--- config.mk ---
export PLATFORM = sky130hd
export DESIGN_NAME = exec_stage
export DESIGN_NICKNAME = d
export VERILOG_FILES = /design/src/rtl/exec_pkg.sv /design/src/rtl/val2_gen.sv /design/src/rtl/exec_stage.sv
export SDC_FILE = /design/constraint.sdc
export NUM_CORES = 1
export LEC_CHECK = 0
export CAP_MARGIN = 20
export CORE_MARGIN = 2
export CORE_UTILIZATION = 49
export DETAILED_ROUTE_END_ITERATION = 10
export GPL_TIMING_DRIVEN = 0
export HOLD_SLACK_MARGIN = 0.05
export PLACE_DENSITY = 0.8
export SETUP_SLACK_MARGIN = 0.02
export SYNTH_ARGS = -nofsm -noshare
export SYNTH_HDL_FRONTEND = slang
export SYNTH_SLANG_ARGS = --single-unit
--- constraint.sdc ---
create_clock -name clk -period 4.2 [get_ports clk]
set_clock_uncertainty 0.15 [all_clocks]
set_input_delay 0.42 -clock clk [delete_from_list [all_inputs] [get_ports clk]]
set_output_delay 0.42 -clock clk [all_outputs]
set_load 0.01 [all_outputs]
--- src/rtl/exec_pkg.sv ---
// ---------------------------------------------------------------------------
// exec_pkg
// Shared encodings for the execute stage:
//   - ALU command codes
//   - barrel-shift type codes used by val2_gen
//   - forwarding-select encodings for the operand muxes
//   - NZCV status layout and a rotate helper
// ---------------------------------------------------------------------------
package exec_pkg;

    localparam int DATA_W = 32;

    typedef enum logic [3:0] {
        ALU_MOV = 4'b0001,
        ALU_MVN = 4'b1001,
        ALU_ADD = 4'b0010,
        ALU_ADC = 4'b0011,
        ALU_SUB = 4'b0100,
        ALU_SBC = 4'b0101,
        ALU_AND = 4'b0110,
        ALU_ORR = 4'b0111,
        ALU_EOR = 4'b1000
    } alu_cmd_e;

    typedef enum logic [1:0] {
        SH_LSL = 2'b00,
        SH_LSR = 2'b01,
        SH_ASR = 2'b10,
        SH_ROR = 2'b11
    } shift_type_e;

    typedef enum logic [1:0] {
        FWD_REG     = 2'b00,
        FWD_MEM     = 2'b01,
        FWD_WB      = 2'b10,
        FWD_REG_ALT = 2'b11
    } fwd_sel_e;

    // Bit 3 = N, bit 0 = V when viewed as a 4-bit vector.
    typedef struct packed {
        logic n;
        logic z;
        logic c;
        logic v;
    } nzcv_t;

    // Rotate right by 0..31; doubling the word avoids a (32 - amt) shift.
    function automatic logic [DATA_W-1:0] ror32(input logic [DATA_W-1:0] x,
                                                input logic [4:0]        amt);
        logic [2*DATA_W-1:0] dbl;
        dbl = {x, x} >> amt;
        return dbl[DATA_W-1:0];
    endfunction

endpackage

--- src/rtl/val2_gen.sv ---
// ---------------------------------------------------------------------------
// val2_gen
// Second ALU operand generator.
//   operand       : in  32  register operand (forwarded Rm)
//   shift_operand : in  12  immediate / shifter field from the instruction
//   imm           : in  1   shifter field holds a rotated 8-bit immediate
//   mem_access    : in  1   load/store: field is a plain 12-bit offset
//   val2          : out 32  resulting operand
// Priority: memory offset, then rotated immediate, then shifted register.
// ---------------------------------------------------------------------------
module val2_gen
    import exec_pkg::*;
(
    input  logic [DATA_W-1:0] operand,
    input  logic [11:0]       shift_operand,
    input  logic              imm,
    input  logic              mem_access,
    output logic [DATA_W-1:0] val2
);

    logic [4:0]        sh_amt;
    logic [1:0]        sh_type;
    logic [4:0]        rot_amt;
    logic [DATA_W-1:0] imm_val;
    logic [DATA_W-1:0] shifted;

    assign sh_amt  = shift_operand[11:7];
    assign sh_type = shift_operand[6:5];
    // Immediate rotation is always an even amount: twice the 4-bit field.
    assign rot_amt = {shift_operand[11:8], 1'b0};

    always_comb begin
        imm_val = ror32({24'd0, shift_operand[7:0]}, rot_amt);
    end

    // A zero shift amount naturally passes the operand through for every type.
    always_comb begin
        shifted = operand;
        case (sh_type)
            SH_LSL:  shifted = operand << sh_amt;
            SH_LSR:  shifted = operand >> sh_amt;
            SH_ASR:  shifted = $unsigned($signed(operand) >>> sh_amt);
            SH_ROR:  shifted = ror32(operand, sh_amt);
            default: shifted = operand;
        endcase
    end

    always_comb begin
        if (mem_access) begin
            val2 = {20'd0, shift_operand};
        end else if (imm) begin
            val2 = imm_val;
        end else begin
            val2 = shifted;
        end
    end

endmodule

--- src/rtl/exec_stage.sv ---
// ---------------------------------------------------------------------------
// exec_stage
// Execute stage of the 5-stage pipeline: operand forwarding, Val2 generation,
// ALU with NZCV status register, branch target computation and the EX/MEM
// pipeline register.
//
// Ports
//   clk, rst                 : clock, asynchronous active-low reset
//   pc_in .. s_in            : ID/EX control and PC
//   rn_val_in, rm_val_in     : register operands
//   imm_in, shift_operand_in : operand-2 selection / shifter field
//   imm24_in                 : signed branch word offset
//   dest_in, src1_in, src2_in: register numbers (sources used by hazard logic
//                              outside this block)
//   freeze                   : memory-stage stall, holds all state
//   mem_fwd_val, wb_fwd_val  : forwarded results
//   sel_src1, sel_src2       : forwarding selects (reg / MEM / WB / reg)
//   branch_taken, branch_addr, flush : combinational feedback to IF / ID
//   status                   : NZCV, bit 3 = N
//   alu_res_out .. mem_write_out     : EX/MEM register outputs
//
// Build option: define FORWARDING_EN to honour sel_src1/sel_src2. Without it
// the register operands are used directly and the forwarding ports are inert.
// ---------------------------------------------------------------------------
module exec_stage
    import exec_pkg::*;
(
    input  logic               clk,
    input  logic               rst,

    input  logic [31:0]        pc_in,
    input  logic [3:0]         alu_cmd_in,
    input  logic               mem_read_in,
    input  logic               mem_write_in,
    input  logic               wb_en_in,
    input  logic               branch_in,
    input  logic               s_in,

    input  logic [31:0]        rn_val_in,
    input  logic [31:0]        rm_val_in,
    input  logic               imm_in,
    input  logic [11:0]        shift_operand_in,
    input  logic signed [23:0] imm24_in,
    input  logic [3:0]         dest_in,
    input  logic [3:0]         src1_in,
    input  logic [3:0]         src2_in,

    input  logic               freeze,

    input  logic [31:0]        mem_fwd_val,
    input  logic [31:0]        wb_fwd_val,
    input  logic [1:0]         sel_src1,
    input  logic [1:0]         sel_src2,

    output logic               branch_taken,
    output logic [31:0]        branch_addr,
    output logic               flush,

    output logic [3:0]         status,

    output logic [31:0]        alu_res_out,
    output logic [31:0]        store_val_out,
    output logic [3:0]         dest_out,
    output logic               wb_en_out,
    output logic               mem_read_out,
    output logic               mem_write_out
);

    logic [31:0] op1;
    logic [31:0] op2;
    logic [31:0] val2;

    // ---------------- operand selection ----------------
`ifdef FORWARDING_EN
    always_comb begin
        case (sel_src1)
            FWD_MEM: op1 = mem_fwd_val;
            FWD_WB:  op1 = wb_fwd_val;
            default: op1 = rn_val_in;
        endcase
        case (sel_src2)
            FWD_MEM: op2 = mem_fwd_val;
            FWD_WB:  op2 = wb_fwd_val;
            default: op2 = rm_val_in;
        endcase
    end

    logic unused_src;
    assign unused_src = ^{src1_in, src2_in};
`else
    always_comb begin
        op1 = rn_val_in;
        op2 = rm_val_in;
    end

    logic unused_src;
    assign unused_src = ^{src1_in, src2_in, mem_fwd_val, wb_fwd_val,
                          sel_src1, sel_src2};
`endif

    val2_gen u_val2_gen (
        .operand       (op2),
        .shift_operand (shift_operand_in),
        .imm           (imm_in),
        .mem_access    (mem_read_in | mem_write_in),
        .val2          (val2)
    );

    // ---------------- state ----------------
    nzcv_t       status_q, status_d;
    logic [31:0] alu_res_q, alu_res_d;
    logic [31:0] store_val_q, store_val_d;
    logic [3:0]  dest_q, dest_d;
    logic        wb_en_q, wb_en_d;
    logic        mem_read_q, mem_read_d;
    logic        mem_write_q, mem_write_d;

    // ---------------- ALU ----------------
    logic [31:0] alu_res;
    logic [32:0] sum33;
    logic        cmd_valid;
    logic        c_new;
    logic        v_new;
    nzcv_t       flags_new;

    always_comb begin
        alu_res   = '0;
        sum33     = '0;
        cmd_valid = 1'b1;
        // Logical and move ops leave C and V as they were.
        c_new     = status_q.c;
        v_new     = status_q.v;
        case (alu_cmd_in)
            ALU_MOV: alu_res = val2;
            ALU_MVN: alu_res = ~val2;
            ALU_AND: alu_res = op1 & val2;
            ALU_ORR: alu_res = op1 | val2;
            ALU_EOR: alu_res = op1 ^ val2;
            ALU_ADD, ALU_ADC: begin
                sum33 = {1'b0, op1} + {1'b0, val2}
                      + {32'd0, (alu_cmd_in == ALU_ADC) & status_q.c};
                alu_res = sum33[31:0];
                c_new   = sum33[32];
                v_new   = (op1[31] == val2[31]) && (alu_res[31] != op1[31]);
            end
            ALU_SUB, ALU_SBC: begin
                // a - b - borrow == a + ~b + carry_in; SUB uses carry_in = 1.
                sum33 = {1'b0, op1} + {1'b0, ~val2}
                      + {32'd0, (alu_cmd_in == ALU_SUB) | status_q.c};
                alu_res = sum33[31:0];
                c_new   = sum33[32];
                v_new   = (op1[31] != val2[31]) && (alu_res[31] != op1[31]);
            end
            default: cmd_valid = 1'b0;
        endcase

        if (cmd_valid) begin
            flags_new = '{n: alu_res[31], z: (alu_res == 32'd0), c: c_new, v: v_new};
        end else begin
            flags_new = status_q;
        end
    end

    // ---------------- branch ----------------
    always_comb begin
        branch_taken = branch_in;
        flush        = branch_in;
        branch_addr  = pc_in + {{6{imm24_in[23]}}, imm24_in, 2'b00};
    end

    // ---------------- next-state ----------------
    always_comb begin
        status_d    = status_q;
        alu_res_d   = alu_res_q;
        store_val_d = store_val_q;
        dest_d      = dest_q;
        wb_en_d     = wb_en_q;
        mem_read_d  = mem_read_q;
        mem_write_d = mem_write_q;
        if (!freeze) begin
            if (s_in && !branch_in) begin
                status_d = flags_new;
            end
            alu_res_d   = alu_res;
            store_val_d = op2;
            dest_d      = dest_in;
            // A branch must not leave side effects in later stages.
            wb_en_d     = wb_en_in     & ~branch_in;
            mem_read_d  = mem_read_in  & ~branch_in;
            mem_write_d = mem_write_in & ~branch_in;
        end
    end

    always_ff @(posedge clk or negedge rst) begin
        if (!rst) begin
            status_q    <= '0;
            alu_res_q   <= '0;
            store_val_q <= '0;
            dest_q      <= '0;
            wb_en_q     <= 1'b0;
            mem_read_q  <= 1'b0;
            mem_write_q <= 1'b0;
        end else begin
            status_q    <= status_d;
            alu_res_q   <= alu_res_d;
            store_val_q <= store_val_d;
            dest_q      <= dest_d;
            wb_en_q     <= wb_en_d;
            mem_read_q  <= mem_read_d;
            mem_write_q <= mem_write_d;
        end
    end

    // ---------------- outputs ----------------
    assign status        = status_q;
    assign alu_res_out   = alu_res_q;
    assign store_val_out = store_val_q;
    assign dest_out      = dest_q;
    assign wb_en_out     = wb_en_q;
    assign mem_read_out  = mem_read_q;
    assign mem_write_out = mem_write_q;

endmodule

==> impl_metrics.ini, run 1 <==
[run_status]
status = stopped before the end
haltStage = 5_1_grt
error = [ERROR GRT-0232] Routing congestion too high. Check the congestion heatmap in the GUI.

[global_routing]
grt_start_max_net_pins = 51
grt_overflow_total = 4
grtUsageTotal_pct = 73.3
grt_antenna_before_repair = 12

[clock_tree]
clk_path_buf_depth = 2
cts_sinks = 75
clockRootBuffer = clkbuf_16
cts_made_buffers = 9
h-tree-depth = 3

[die]
design.portCount = 334
rows = 66
start_util_pct = 50.0
dieWidth_um = 187
die_y_um = 187

[place]
dpl.cell_count = 2793
place_congestion = 1.23
io_buffers = 250
hpwl_mm = 68.9

[synthesis]
synth_common_cells = a21oi_1, nand2_1, nor2_1, inv_1, o21ai_0
synth_area_leaders = dfrtp_1, ha_1, mux2_2, mux4_2, mux2i_1
ys.flop_type = dfrtp_1
syn_inst = 2095
yosys.area.top_type_share_pct = 11.5
yosysSeqAreaShare_pct = 11.5
syn_avg_cell_area_um2 = 7.80
synth_area_leader_cell = dfrtp_1
synth_cell_types = 94
synth_warnings = 0
synth_fp_nets = 2449
ys_async_sr_fraction_pct = 100
synth_edf_count = 0
synth_seq_cells = 75
synth_area_um2 = 16400

[sta]
worst-endpoint-pin-kind = register input
postGrtWorstEndpoint = status[2]$_DFFE_PN0P_/D
## stage by stage
stage                     util, %  area [um^2]  worst slack, ns  hold slack (ns)
after global placement       60.2        19700            -4.37            0.318
after CTS                    70.8        23200            -1.89            0.352
after floorplan                 -        16600            -1.67          -0.0256
after detailed placement     60.4        19800            -4.28            0.265
## per-layer routing
metal / track usage [%] / GRT overflow
met3: 62.5 / 1
met4: 66.8 / 2
met1: 74.3 / 0
met5: 35.6 / 0
met2: 87.3 / 1
## cells by family after synthesis
logic type	count (synthesis)	synth area share, %
compound gates	690	28.8
fa+ha+maj	129	10.1
simple gates	592	17.7
xor+xnor	48	2.57
mux	252	21.1
flops	75	11.5
buf+inv	309	8.24
## what timing repair did
action,in CTS
gates cloned,2
endpoints found under the setup margin,50
setup buffers,122
hold buffers,1
pin swaps,92
hold endpoints to repair,25
resized for setup,612
==> run 2, diff against run 1 <==
--- a/config.mk
+++ b/config.mk
@@ -7,12 +7,10 @@
 export LEC_CHECK = 0
 export CAP_MARGIN = 20
 export CORE_MARGIN = 2
-export CORE_UTILIZATION = 49
+export CORE_UTILIZATION = 40
 export DETAILED_ROUTE_END_ITERATION = 10
 export GPL_TIMING_DRIVEN = 0
-export HOLD_SLACK_MARGIN = 0.05
-export PLACE_DENSITY = 0.8
-export SETUP_SLACK_MARGIN = 0.02
+export PLACE_DENSITY_LB_ADDON = 0.15
 export SYNTH_ARGS = -nofsm -noshare
 export SYNTH_HDL_FRONTEND = slang
 export SYNTH_SLANG_ARGS = --single-unit
==> constraint.sdc (replaced) <==
create_clock -name clk -period 5.5 [get_ports clk]
set_clock_uncertainty 0.15 [all_clocks]
set_input_delay 0.55 -clock clk [delete_from_list [all_inputs] [get_ports clk]]
set_output_delay 0.55 -clock clk [all_outputs]
set_load 0.01 [all_outputs]
==> run 2 against run 1 <==
The flow now finishes, with violations (setup timing). Synthesized area did not move. Synthesized cell count did not move.
==> impl_metrics.ini, run 2 <==
[run_status]
status = complete, but fails checks
violations = setup timing

[global_routing]
grt_pass1_wl_mm = 136
grt_start_max_net_pins = 62
grt_antenna_before_repair = 4
first_global_vias = 19900
grtUsageTotal_pct = 43.7
grt_overflow_total = 0

[sta]
worstMarginPinSlew_ns = 1.23
min_period_over_period_pct = 118
finalWorstSetupSlack_ns = -0.981
hold_viol_final = 0
min_period_ns = 6.48
fmax_mhz = 154
setup_viol = 12
max_slew_margin_pct = 17.5
finalMaxSlewViolations = 0
rsz0062_at_grt = true

[synthesis]
yosysSeqAreaShare_pct = 11.5
synth_area_leader_cell = dfrtp_1
synth_warnings = 0
syn_avg_cell_area_um2 = 7.80
synth_area_um2 = 16400
synth_fp_nets = 2449
synth_seq_cells = 75
ys.flop_type = dfrtp_1
synth_area_leaders = dfrtp_1, ha_1, mux2_2, mux4_2, mux2i_1
synth_edf_count = 0
synth_cell_types = 94
synth_common_cells = a21oi_1, nand2_1, nor2_1, inv_1, o21ai_0
yosys.area.top_type_share_pct = 11.5
syn_inst = 2095
ys_async_sr_fraction_pct = 100

[setup_path]
crit_chain = buf_12, buf_12, buf_12, mux4_2, mux2_4, o311a_1, a221o_1, fa_2, fa_2, buf_4, a22oi_1, nor2_1, a221o_1, or3_1, nor3_2, nand4_1, or4_4, nor4_2, nand4_1, or4_1, o31ai_2
worstSetupPathType = in -> reg
worstRegToRegCells = 15
crit_required_ns = 5.63
crit_path_top_delay_cell = or4_4
critical_path.max_stage_delay_ns = 0.61
ff2ff_setup_slack_ns = 0.63
r2r-end = status[2]
r2r-start = status[1]
arrival_ns = 6.61
cp_common_cell = buf_12
critPathMaxFanout = 6
cp-start-kind = input pin
cp-end-kind = flop

[cells_and_area]
finalNonFillerCells = 3044
final_net_count = 2859
n_fill_cell = 3632
final_common_cell = clkdlybuf4s50_1
mostFrequentLayoutCells = clkdlybuf4s50_1, buf_4, nand2_1
area_growth_pct = 43.6
drive_gt1_share_pct = 29.3
final_util_pct = 57.9

[drt]
drtIter0Drc = 3221
drc = 0
drt_pass1_iterations = 6
ant_nets = 0
vias = 21200
wl_per_cell_um = 31.7
routed_via_density = 6.95
wirelength_mm = 96.6

[min_path]
min_path_type = reg -> reg
min_path_cells = 2
worstHoldEndpoint = store_val_out[30]
min_from = store_val_out[30]

[clock_tree]
clock_latency_ns = 0.37
cts_tree = done
clockRootBuffer = clkbuf_16
cts_made_buffers = 9
clk_path_buf_depth = 2
cts_sinks = 75
clk_pin_slew_ns = 0.07
h-tree-depth = 3

[power]
ir_drop_v = 0.000282
p_leak_nw = 9.57
clockPowerShare_pct = 16.6
p_int_mw = 2.21
power_frac_seq_pct = 16.4
finalPower_mw = 4.16
pwr-share-comb_pct = 67.0
powerDensity_nw_per_um2 = 177
sw_frac_of_total_pct = 46.7
p_sw_mw = 1.94

[die]
start_util_pct = 40.3
core_um2 = 40600
dieWidth_um = 206
design.portCount = 334
die_y_um = 206
rows = 74
dieArea_um2 = 42500

[place]
hpwl_mm = 71.8
io_buffers = 250
dpl.cell_count = 2883
dp_slack_ns = -3.92
place_congestion = 1.13

[job]
maxCapViolCount = 0
[run 2: cell counts after synthesis]
Identical to the previous run, type by type.
[run 2: cell families after synthesis]
logic type               count (synthesis)  synth area share [%]
AO/OA/AOI/OAI                          690                  28.8
multiplexers                           252                  21.1
XOR/XNOR                                48                  2.57
buffers and inverters                  309                  8.24
AND/OR/NAND/NOR                        592                  17.7
adder cells (fa/ha/maj)                129                  10.1
flip-flops                              75                  11.5
[run 2: worst max-delay path by stage]
stage,endpoint,from,slack [ns],cells past startpoint
4_1_cts,status[2],shift_operand_in[7],-0.78,23
6_report,status[2],shift_operand_in[7],-0.98,21
2_1_floorplan,status[2],shift_operand_in[7],-0.50,21
5_1_grt,status[2],shift_operand_in[7],-1.0,21
3_3_place_gp,status[2],shift_operand_in[10],-4.04,23
3_5_place_dp,status[2],shift_operand_in[11],-3.92,23
[run 2: layer usage]
metal	up-vias	track usage, %	part of all wire, %
met1	10100	57.9	38
met4	0	24.2	7.2
met5	-	0	0
li1	8763	-	-
met3	448	12.5	14
met2	1813	63.7	41
[run 2: final cells by class]
| type | count | area [um^2] | share of cell area (%) |
|---|---|---|---|
| multi-input cells | 1711 | 14800 | 63.2 |
| repair buffers | 416 | 3870 | 16.5 |
| flip-flops and latches | 75 | 1880 | 7.99 |
| plain buffers | 149 | 1350 | 5.75 |
| well taps | 532 | 666 | 2.84 |
| inverters | 143 | 548 | 2.33 |
| clock buffers | 9 | 225 | 0.959 |
| clock inverters | 7 | 92.6 | 0.394 |
| diodes | 2 | 5.00 | 0.0213 |
[run 2: power by group through the flow]
| stage | logic, mW | clock network (mW) | registers, mW |
|---|---|---|---|
| after CTS | 2.51 | 0.693 | 0.679 |
| after global routing | 2.90 | 0.705 | 0.689 |
| after global placement | 2.20 | 0 | 0.685 |
| after floorplan | 1.22 | 0 | 0.719 |
| final | 2.79 | 0.689 | 0.681 |
| after detailed placement | 2.22 | 0 | 0.688 |
[run 2: critical path, delay by kind of cell]
kind	cells	cell delay, ns
fa+ha+maj	2	0.86
compound gates	5	1.43
simple gates	8	2.40
buf+inv	4	0.45
mux	2	0.90
[run 2: repair_timing]
| action | 4_1_cts | 5_1_grt |
|---|---|---|
| endpoints found under the hold margin | 14 | 0 |
| pin swaps | 55 | 63 |
| gates resized for setup | 464 | 199 |
| setup buffers | 87 | 69 |
| hold buffers | 1 | 0 |
| gates cloned | 0 | 3 |
| setup endpoints to repair | 37 | 25 |
[run 2: through the flow]
stage / instance area, um^2 / TNS [ns] / hold slack (ns)
3_5_place_dp: 19700 / -76.43 / 0.273
4_1_cts: 22200 / -1.81 / 0.346
5_1_grt: 23500 / -3.79 / 0.375
6_report: 23500 / -2.77 / 0.344
3_3_place_gp: 19600 / -78.43 / 0.323
2_1_floorplan: 16500 / -0.551 / 0.104
(Power assumes the default switching activity.)
